[config.mk]
export PLATFORM = sky130hd
export DESIGN_NAME = timer_arbiter_flat
export DESIGN_NICKNAME = d
export VERILOG_FILES = /design/src/rtl/timer_arbiter_if.sv /design/src/rtl/timer_arbiter.sv /design/src/flat_wrapper.sv
export SDC_FILE = /design/constraint.sdc
export NUM_CORES = 1
export LEC_CHECK = 0
export CAP_MARGIN = 20
export CORE_ASPECT_RATIO = 0.6
export CORE_MARGIN = 3
export CORE_UTILIZATION = 47
export CTS_CLUSTER_SIZE = 20
export DETAILED_ROUTE_END_ITERATION = 8
export PLACE_DENSITY = 0.88
export SYNTH_ARGS = -nofsm -noshare
export SYNTH_HDL_FRONTEND = slang
export SYNTH_SLANG_ARGS = --single-unit
export TNS_END_PERCENT = 20
[constraint.sdc]
create_clock -name CLK -period 6 [get_ports CLK]
set_input_delay 0.6 -clock CLK [delete_from_list [all_inputs] [get_ports CLK]]
set_output_delay 0.6 -clock CLK [all_outputs]
set_load 0.02 [all_outputs]
[src/rtl/timer_arbiter_if.sv]
// timer_arbiter_if: request/duration inputs and grant/done/counter outputs of the shared timer
`timescale 1ns/1ps
interface timer_arbiter_if #(
   parameter int N = 4,
   parameter int W = 26
);
   logic [N-1:0]   req;
   logic [N*W-1:0] dur;
   logic [N-1:0]   gnt;
   logic [N-1:0]   done;
   logic           busy;
   logic [W-1:0]   count;
   modport master (output req, dur, input gnt, done, busy, count);
   modport slave  (input req, dur, output gnt, done, busy, count);
endinterface

[src/rtl/timer_arbiter.sv]
// timer_arbiter: round-robin sharing of one down-counting interval timer between N requesters
`timescale 1ns/1ps
module timer_arbiter #(
   parameter int N = 4,
   parameter int W = 26
) (
   input logic           CLK,
   input logic           RSTN,
   timer_arbiter_if.slave bus
);
   localparam int IW = $clog2(N);
   typedef enum logic [1:0] {IDLE, RUN, DONE} state_t;
   state_t         state_q, state_d;
   logic [IW-1:0]  idx_q, idx_d, ptr_q, ptr_d, pick, cand, nxt;
   logic [IW:0]    sum;
   logic           found;
   logic [N-1:0]   gnt_q, gnt_d, done_q, done_d;
   logic [W-1:0]   count_q, count_d, sel_dur;
   // first requesting index at or after the round-robin pointer, wrapping mod N
   always_comb begin
      pick  = ptr_q;
      found = 1'b0;
      sum   = '0;
      cand  = '0;
      for (int k = 0; k < N; k++) begin
         sum = {1'b0, ptr_q} + (IW+1)'(k);
         sum = (sum >= (IW+1)'(N)) ? sum - (IW+1)'(N) : sum;
         cand = sum[IW-1:0];
         if (!found && bus.req[cand]) begin
            found = 1'b1;
            pick  = cand;
         end
      end
   end
   assign sel_dur = bus.dur[int'(pick)*W +: W];
   assign nxt     = (idx_q == IW'(N-1)) ? '0 : idx_q + IW'(1);
   // next-state and registered-output logic; done is a one-cycle pulse by default
   always_comb begin
      state_d = state_q;
      idx_d   = idx_q;
      ptr_d   = ptr_q;
      gnt_d   = gnt_q;
      done_d  = '0;
      count_d = count_q;
      case (state_q)
         IDLE: if (found) begin
            idx_d   = pick;
            gnt_d   = N'(1) << pick;
            count_d = sel_dur;
            state_d = (sel_dur != '0) ? RUN : DONE;
            done_d  = (sel_dur != '0) ? '0 : N'(1) << pick;
         end
         RUN: if (!bus.req[idx_q]) begin
            gnt_d   = '0;
            count_d = '0;
            state_d = IDLE;
            ptr_d   = nxt;
         end else if (count_q == W'(1)) begin
            count_d = '0;
            done_d  = gnt_q;
            state_d = DONE;
         end else begin
            count_d = count_q - W'(1);
         end
         default: begin
            gnt_d   = '0;
            state_d = IDLE;
            ptr_d   = nxt;
         end
      endcase
   end
   // state and output registers; reset aborts any job without a done pulse
   always_ff @(posedge CLK or negedge RSTN) begin
      if (!RSTN) begin
         state_q <= IDLE;
         idx_q   <= '0;
         ptr_q   <= '0;
         gnt_q   <= '0;
         done_q  <= '0;
         count_q <= '0;
      end else begin
         state_q <= state_d;
         idx_q   <= idx_d;
         ptr_q   <= ptr_d;
         gnt_q   <= gnt_d;
         done_q  <= done_d;
         count_q <= count_d;
      end
   end
   assign bus.gnt   = gnt_q;
   assign bus.done  = done_q;
   assign bus.count = count_q;
   assign bus.busy  = (state_q != IDLE);
endmodule
[src/flat_wrapper.sv]
// flat-port wrapper written by rule: the top's interface ports become plain ports
module timer_arbiter_flat 
#(
   parameter int N = 4,
   parameter int W = 26
)
  (CLK, RSTN, bus_req, bus_dur, bus_gnt, bus_done, bus_busy, bus_count);
  timer_arbiter_if #(.N(N), .W(W)) bus_i ();
  input logic CLK;
  input logic RSTN;
  input wire logic [$bits(bus_i.req)-1:0] bus_req;
  input wire logic [$bits(bus_i.dur)-1:0] bus_dur;
  output wire logic [$bits(bus_i.gnt)-1:0] bus_gnt;
  output wire logic [$bits(bus_i.done)-1:0] bus_done;
  output wire logic [$bits(bus_i.busy)-1:0] bus_busy;
  output wire logic [$bits(bus_i.count)-1:0] bus_count;
  assign bus_i.req = bus_req;
  assign bus_i.dur = bus_dur;
  assign bus_gnt = bus_i.gnt;
  assign bus_done = bus_i.done;
  assign bus_busy = bus_i.busy;
  assign bus_count = bus_i.count;
  timer_arbiter #(.N(N), .W(W)) u_core (.CLK(CLK), .RSTN(RSTN), .bus(bus_i));
endmodule
# Word-level counts from Yosys, hierarchy flattened
# Cells that the tools add are included.
[op_classes] addsub=9 mul=1 n_lt_le_gt_ge=9 n_eq_ne=6 shift=2 mux=42 bitwise=1 n_reduce_logical=15
[op_table] operator="indexed part select 104 x 32 -> 26 bit" n=1
[op_table] operator="2-to-1 mux 26 bit" n=3
[op_table] operator="one-hot mux 26 bit (2 select lines)" n=1
[op_table] operator="2-to-1 mux 2 bit" n=14
[op_table] operator="== test 26 x 1 -> 1 bit, second input constant" n=1
[op_table] operator="nonzero test 26 bit" n=1
[op_table] operator="subtractor 26 x 1 -> 26 bit, second input constant" n=1
[op_table] operator="2-to-1 mux 4 bit" n=6
[op_table] operator="one-hot mux 4 bit (2 select lines)" n=2
[op_table] operator="< comparator 2 x 3 -> 1 bit, second input constant" n=5
[op_table] operator="binary-select mux 1 bit (select 2 bit)" n=5
[op_table] operator="AND reduction 2 bit" n=5
[op_table] operator="greater-or-equal comparator 3 bit, second input constant" n=3
[op_table] operator="2-to-1 mux 1 bit" n=9
[op_table] operator="one-hot mux 2 bit (2 select lines)" n=2
[op_table] operator="subtractor 2 x 1 -> 2 bit, second input constant" n=4
[op_table] operator="adder 2 x 2 -> 3 bit, second input constant" n=2
[op_table] operator="multiplier 2 x 4 -> 6 bit, second input constant" n=1
[op_table] operator="nonzero test 2 bit" n=2
[op_table] operator="left shift 1 x 2 -> 4 bit, first input constant" n=1
[op_table] operator="adder 2 x 1 -> 3 bit, second input constant" n=1
[op_table] operator="greater-or-equal comparator 2 x 3 -> 1 bit, second input constant" n=1
[op_table] operator="logical AND 1 bit" n=3
[op_table] operator="zero test 1 bit" n=3
[op_table] operator="other kinds (8)" n=8
[totals] reg_bits=40 in_bits=110 out_inout_bits=35 wordCells=91

# Logic depth before layout (Yosys ltp)
[logic_depth] depth_word=20 mapped_depth=10 mapped_depth_nobuf=8

# Worst setup path after synthesis
# Ideal clock, no wire load.
[synth_timing] path_type="flip-flop to flip-flop" start="register u_core.count_q[18], in the netlist u_core.bus.count[18]" end="register u_core.count_q[8], in the netlist u_core.bus.count[8]" setup_time_ns=0.121 arrival_ns=2.611 required_time_ns=5.879 slack_ns=3.268 path_stages_with_launch=9 n_path_buf=0 period_less_slack_ns=2.732 path_cell_list="dfrtp_1 -> or4_1 -> or4b_2 -> nor2_1 -> nand4_1 -> nand3_2 -> nor2_2 -> a32o_1 -> a22o_1"
[synth_via] elab_chain_cells=4
[synth_rtl] item="start, declared" line_no="timer_arbiter.sv:18" rtl="logic [W-1:0] count_q, count_d, sel_dur;"
[synth_rtl] item="start signal, assigned" line_no="timer_arbiter.sv:87" rtl="count_q <= count_d;"
[synth_rtl] item="== test 26 x 1 -> 1 bit" line_no="timer_arbiter.sv:58" rtl="end else if (count_q == W'(1)) begin"
[synth_rtl] item="2-to-1 mux 26 bit" line_no="timer_arbiter.sv:58"
[synth_rtl] item="2-to-1 mux 26 bit" line_no="timer_arbiter.sv:53" rtl="RUN: if (!bus.req[idx_q]) begin"
[synth_rtl] item="one-hot mux 26 bit (2 select lines)" line_no="timer_arbiter.sv:45" rtl="case (state_q)"
# No other way between the ends.
# A chain may end at the register's enable or synchronous reset.

# Worst setup path after layout
[layout_timing] start="input bus_req[2]" end="register u_core.state_q[0]"
[layout_via] elab_chain_cells=18 word_cells_on_any_way=34 classes_between="mul (1); eq/ne (2); shift (1); mux (22); reduce/logical (8)"
[layout_rtl] item="start, declared" line_no="flat_wrapper.sv:11" rtl="input wire logic [$bits(bus_i.req)-1:0] bus_req;"
[layout_rtl] item="binary-select mux 1 bit (select 2 bit)" line_no="timer_arbiter.sv:29" rtl="if (!found && bus.req[cand]) begin"
[layout_rtl] item="2-to-1 mux 1 bit (not written as such)" line_no="timer_arbiter.sv:29"
[layout_rtl] item="2-to-1 mux 1 bit" line_no="timer_arbiter.sv:29"
[layout_rtl] item="zero test 1 bit" line_no="timer_arbiter.sv:29"
[layout_rtl] item="logical AND 1 bit" line_no="timer_arbiter.sv:29"
[layout_rtl] item="2-to-1 mux 1 bit" line_no="timer_arbiter.sv:29"
[layout_rtl] item="zero test 1 bit" line_no="timer_arbiter.sv:29"
[layout_rtl] item="logical AND 1 bit" line_no="timer_arbiter.sv:29"
[layout_rtl] item="[... 2 more ...]"
[layout_rtl] item="logical AND 1 bit" line_no="timer_arbiter.sv:29"
[layout_rtl] item="2-to-1 mux 2 bit" line_no="timer_arbiter.sv:29"
[layout_rtl] item="multiplier 2 x 4 -> 6 bit" line_no="timer_arbiter.sv:35" rtl="assign sel_dur = bus.dur[int'(pick)*W +: W];"
[layout_rtl] item="indexed part select 104 x 32 -> 26 bit" line_no="timer_arbiter.sv:35"
[layout_rtl] item="nonzero test 26 bit" line_no="timer_arbiter.sv:50" rtl="state_d = (sel_dur != '0) ? RUN : DONE;"
[layout_rtl] item="2-to-1 mux 2 bit" line_no="timer_arbiter.sv:50"
[layout_rtl] item="2-to-1 mux 2 bit" line_no="timer_arbiter.sv:46" rtl="IDLE: if (found) begin"
[layout_rtl] item="one-hot mux 2 bit (2 select lines)" line_no="timer_arbiter.sv:45"
[layout_rtl] item="end signal, assigned" line_no="timer_arbiter.sv:82" rtl="state_q <= state_d;"
[layout_rtl] item="end, declared" line_no="timer_arbiter.sv:13" rtl="state_t state_q, state_d;"
# Several ways; a longest one is shown, not always the timed one. The select of a mux whose other input is x is not followed.

==> flow_metrics.py <==
metrics = {
    "yosys": {
        "synthFlopType": "dfrtp_1",
        "async_flop_share_pct": 100,
        "synth_top_area_share_pct": 29.9,
        "synthTopCellsByArea": "dfrtp_1 (30%), o21ai_0 (12%), nand3_1 (7.9%)",
        "synth_top_cell_by_area": "dfrtp_1",
        "postSynthAreaPerCell_um2": 7.58,
        "synth_cell_types": 52,
        "syn_nets": 555,
        "ys_seq_area_share_pct": 29.9,
        "ys_warn_count": 0,
        "ys_seq_elements": 40,
        "syn_area_mm2": 0.00335,
        "synth-edff-count": 0,
        "syn_inst": 442,
    },
    "worst_setup_path": {
        "critPathMaxFanout": 42,
        "required_ns": 6.12,
        "critPathTopFamily": "simple AND/OR/NAND/NOR gates",
        "cp-start-kind": "input port",
        "endpoint_kind": "register",
        "cp_cell_sequence": "clkdlybuf4s50_1, nor2b_1, a2111oi_4, buf_4, nor2_1, mux2i_1, mux2_2, nand4_1, nor4_4, o21ai_0",
        "crit_arrival_ns": 4.04,
        "crit_buf_inv": 2,
        "crit_type": "in -> reg",
        "max_stage_delay_ns": 0.86,
        "crit_slowest_cell": "nor2_1",
    },
    "layout": {
        "finalNetCount": 679,
        "multi_input_area_mm2": 0.00221,
        "syn2layout_area_growth_pct": 50.6,
        "final_common_cell": "clkdlybuf4s50_1",
        "mostFrequentLayoutCells": "clkdlybuf4s50_1 (143), o21ai_0 (82), nand3_1 (53), dfrtp_1 (40), a21oi_1 (32)",
        "seqCellArea_mm2": 0.00100,
        "drive_above_1_share_pct": 6.17,
        "nFillCells": 506,
        "diodes": 0,
    },
    "worst_hold_path": {
        "hold_class": "in -> async",
    },
    "power_and_ir_drop": {
        "ir_drop_uv": 277,
        "leakage_nw": 2.02,
        "power.total_mw": 2.38,
        "cellPowerDensity_mw_per_mm2": 472,
    },
    "routing": {
        "drc": 0,
        "drt_iter0_markers": 647,
        "postRouteAntennaNets": 0,
        "drt_pass1_iterations": 5,
        "wl_mm": 13.9,
        "wl_per_cell_um": 21.2,
        "vias": 4312,
        "viasPerCell": 6.59,
    },
    "clock_tree": {
        "ctsHoldBuffers": 0,
        "numCtsBuffers": 5,
        "cts_resized": 0,
        "clk_latency_ns": 0.29,
        "cts_root_buffer": "clkbuf_16",
        "clock_sinks": 40,
        "tritoncts": "built",
        "cts_buffer_depth": 2,
        "path_clk_slew_ns": 0.06,
        "cts_setup_buffers": 0,
        "htree_levels": 2,
    },
    "floorplan": {
        "rows": 23,
        "chipHeight_um": 71.4,
        "die_area_mm2": 0.00821,
        "core_area_mm2": 0.00679,
        "io_pins": 145,
        "die_x_um": 115,
        "start_util_pct": 49.3,
    },
    "global_routing": {
        "grt_max_degree": 43,
        "first_global_vias": 4032,
        "grt_pass1_wl_mm": 21.5,
        "grt_usage_pct": 33.0,
        "antenna_found_initial": 0,
        "grt_overflow": 0,
    },
    "sta": {
        "fin_ws_ns": 2.08,
        "finalClockSkew_ns": 0.00674,
        "finalWorstPathRequiredPeriod_ns": 3.92,
        "finalSetupTns_ns": 0,
        "tightest_slew_ns": 1.07,
        "period_share_pct": 65.3,
        "report.final.slew_viol_count": 0,
        "max_slew_margin_pct": 28.6,
        "rsz0062_at_grt": "no",
        "fmax_ghz": 0.255,
        "setup_viol": 0,
        "finalHoldViolCount": 0,
    },
    "placed_design": {
        "post-place-ws_ns": 1.84,
        "dpl.hpwl_mm": 10.5,
        "io_buffers": 144,
        "gp_congestion": 0.987,
    },
    "run": {
        "max_cap_violations": 0,
    },
    "run_status": {
        "outcome": "finished, final reports clean",
    },
}
[cells in the mapped netlist, types with 2 or more instances]
| cell | number |
|---|---|
| or4_1 | 2 |
| o21ai_0 | 82 |
| nand3_1 | 53 |
| and2_1 | 2 |
| nor3_1 | 31 |
| a32o_1 | 3 |
| o32ai_1 | 2 |
| inv_1 | 5 |
| mux2i_1 | 12 |
| nor4_1 | 4 |
| nor2_1 | 22 |
| a22oi_1 | 10 |
| buf_2 | 7 |
| a31oi_1 | 6 |
| o22ai_1 | 3 |
| mux2_2 | 8 |
| ha_1 | 3 |
| and3_1 | 4 |
| a21o_1 | 6 |
| a21oi_1 | 33 |
| nor2b_1 | 3 |
| o21ai_1 | 2 |
| nor3b_1 | 2 |
| nand4_1 | 5 |
| nand2b_1 | 6 |
| a22o_1 | 15 |
| clkbuf_1 | 25 |
| dfrtp_1 | 40 |
| nand2_1 | 23 |
[logic make-up (layout without fill, tap and decap cells)]
logic type      after synthesis  in the layout  synth area share [%]
fa+ha+maj                     3              3                  1.12
mux                          21             21                  6.95
buf+inv                      38            163                  4.63
flops                        40             40                  29.9
simple gates                167            167                  26.2
compound gates              173            173                  31.2
[metrics by stage]
stage,cell area (um2),utilization [%],hold slack [ns],instances
3_3_place_gp,4800,70.7,0.500,643
6_report,5050,74.3,0.440,654
2_1_floorplan,3350,-,0.304,442
4_1_cts,4980,73.3,0.472,651
3_5_place_dp,4800,70.7,0.496,643
5_1_grt,5050,74.3,0.515,654
[cell type report]
type | count | area share [%]
clock buffer | 6 | 2.75
clock inverter | 2 | 0.769
inverter | 5 | 0.372
multi-input combinational | 364 | 43.8
sequential | 40 | 19.8
tap | 87 | 2.16
timing repair buffer | 150 | 30.3
[flip-flops by register name (all words and copies together), names as in the netlist]
| signal | cells |
|---|---|
| u_core.ptr_q | 2 |
| u_core.idx_q | 2 |
| u_core.state_q | 2 |
| u_core.bus.gnt | 4 |
| u_core.bus.count | 26 |
| u_core.bus.done | 4 |
[worst paths after layout]
check                                         start                   end  slack [ns]  cells past startpoint
worst max-delay path                     bus_req[2]     u_core.state_q[0]        2.08                     10
worst min-delay path                           RSTN  u_core.bus.count[13]        0.44                      1
worst max register to register  u_core.bus.count[7]   u_core.bus.count[8]        2.40                      8
worst min register to register    u_core.bus.gnt[1]     u_core.bus.gnt[1]        0.51                      1
max in group asynchronous                      RSTN  u_core.bus.count[16]        4.97                      1
min in group CLK                  u_core.bus.gnt[1]     u_core.bus.gnt[1]        0.51                      1
[power breakdown]
part	internal [mW]	total (mW)	leakage, nW	switching, mW
combinational	0.636	1.53	1.42	0.892
clock	0.209	0.326	0.0871	0.118
sequential	0.382	0.528	0.511	0.147
[layer usage]
metal  vias to the layer above  wire length, um  global-route usage, %
met5                         -                0                      0
met4                         0              230                   6.51
met3                        29             1860                   6.75
met2                       351             5970                   50.8
met1                      2011             5810                   48.5
li1                       1921                -                      -
No activity file was read; power rests on OpenSTA's default activity.
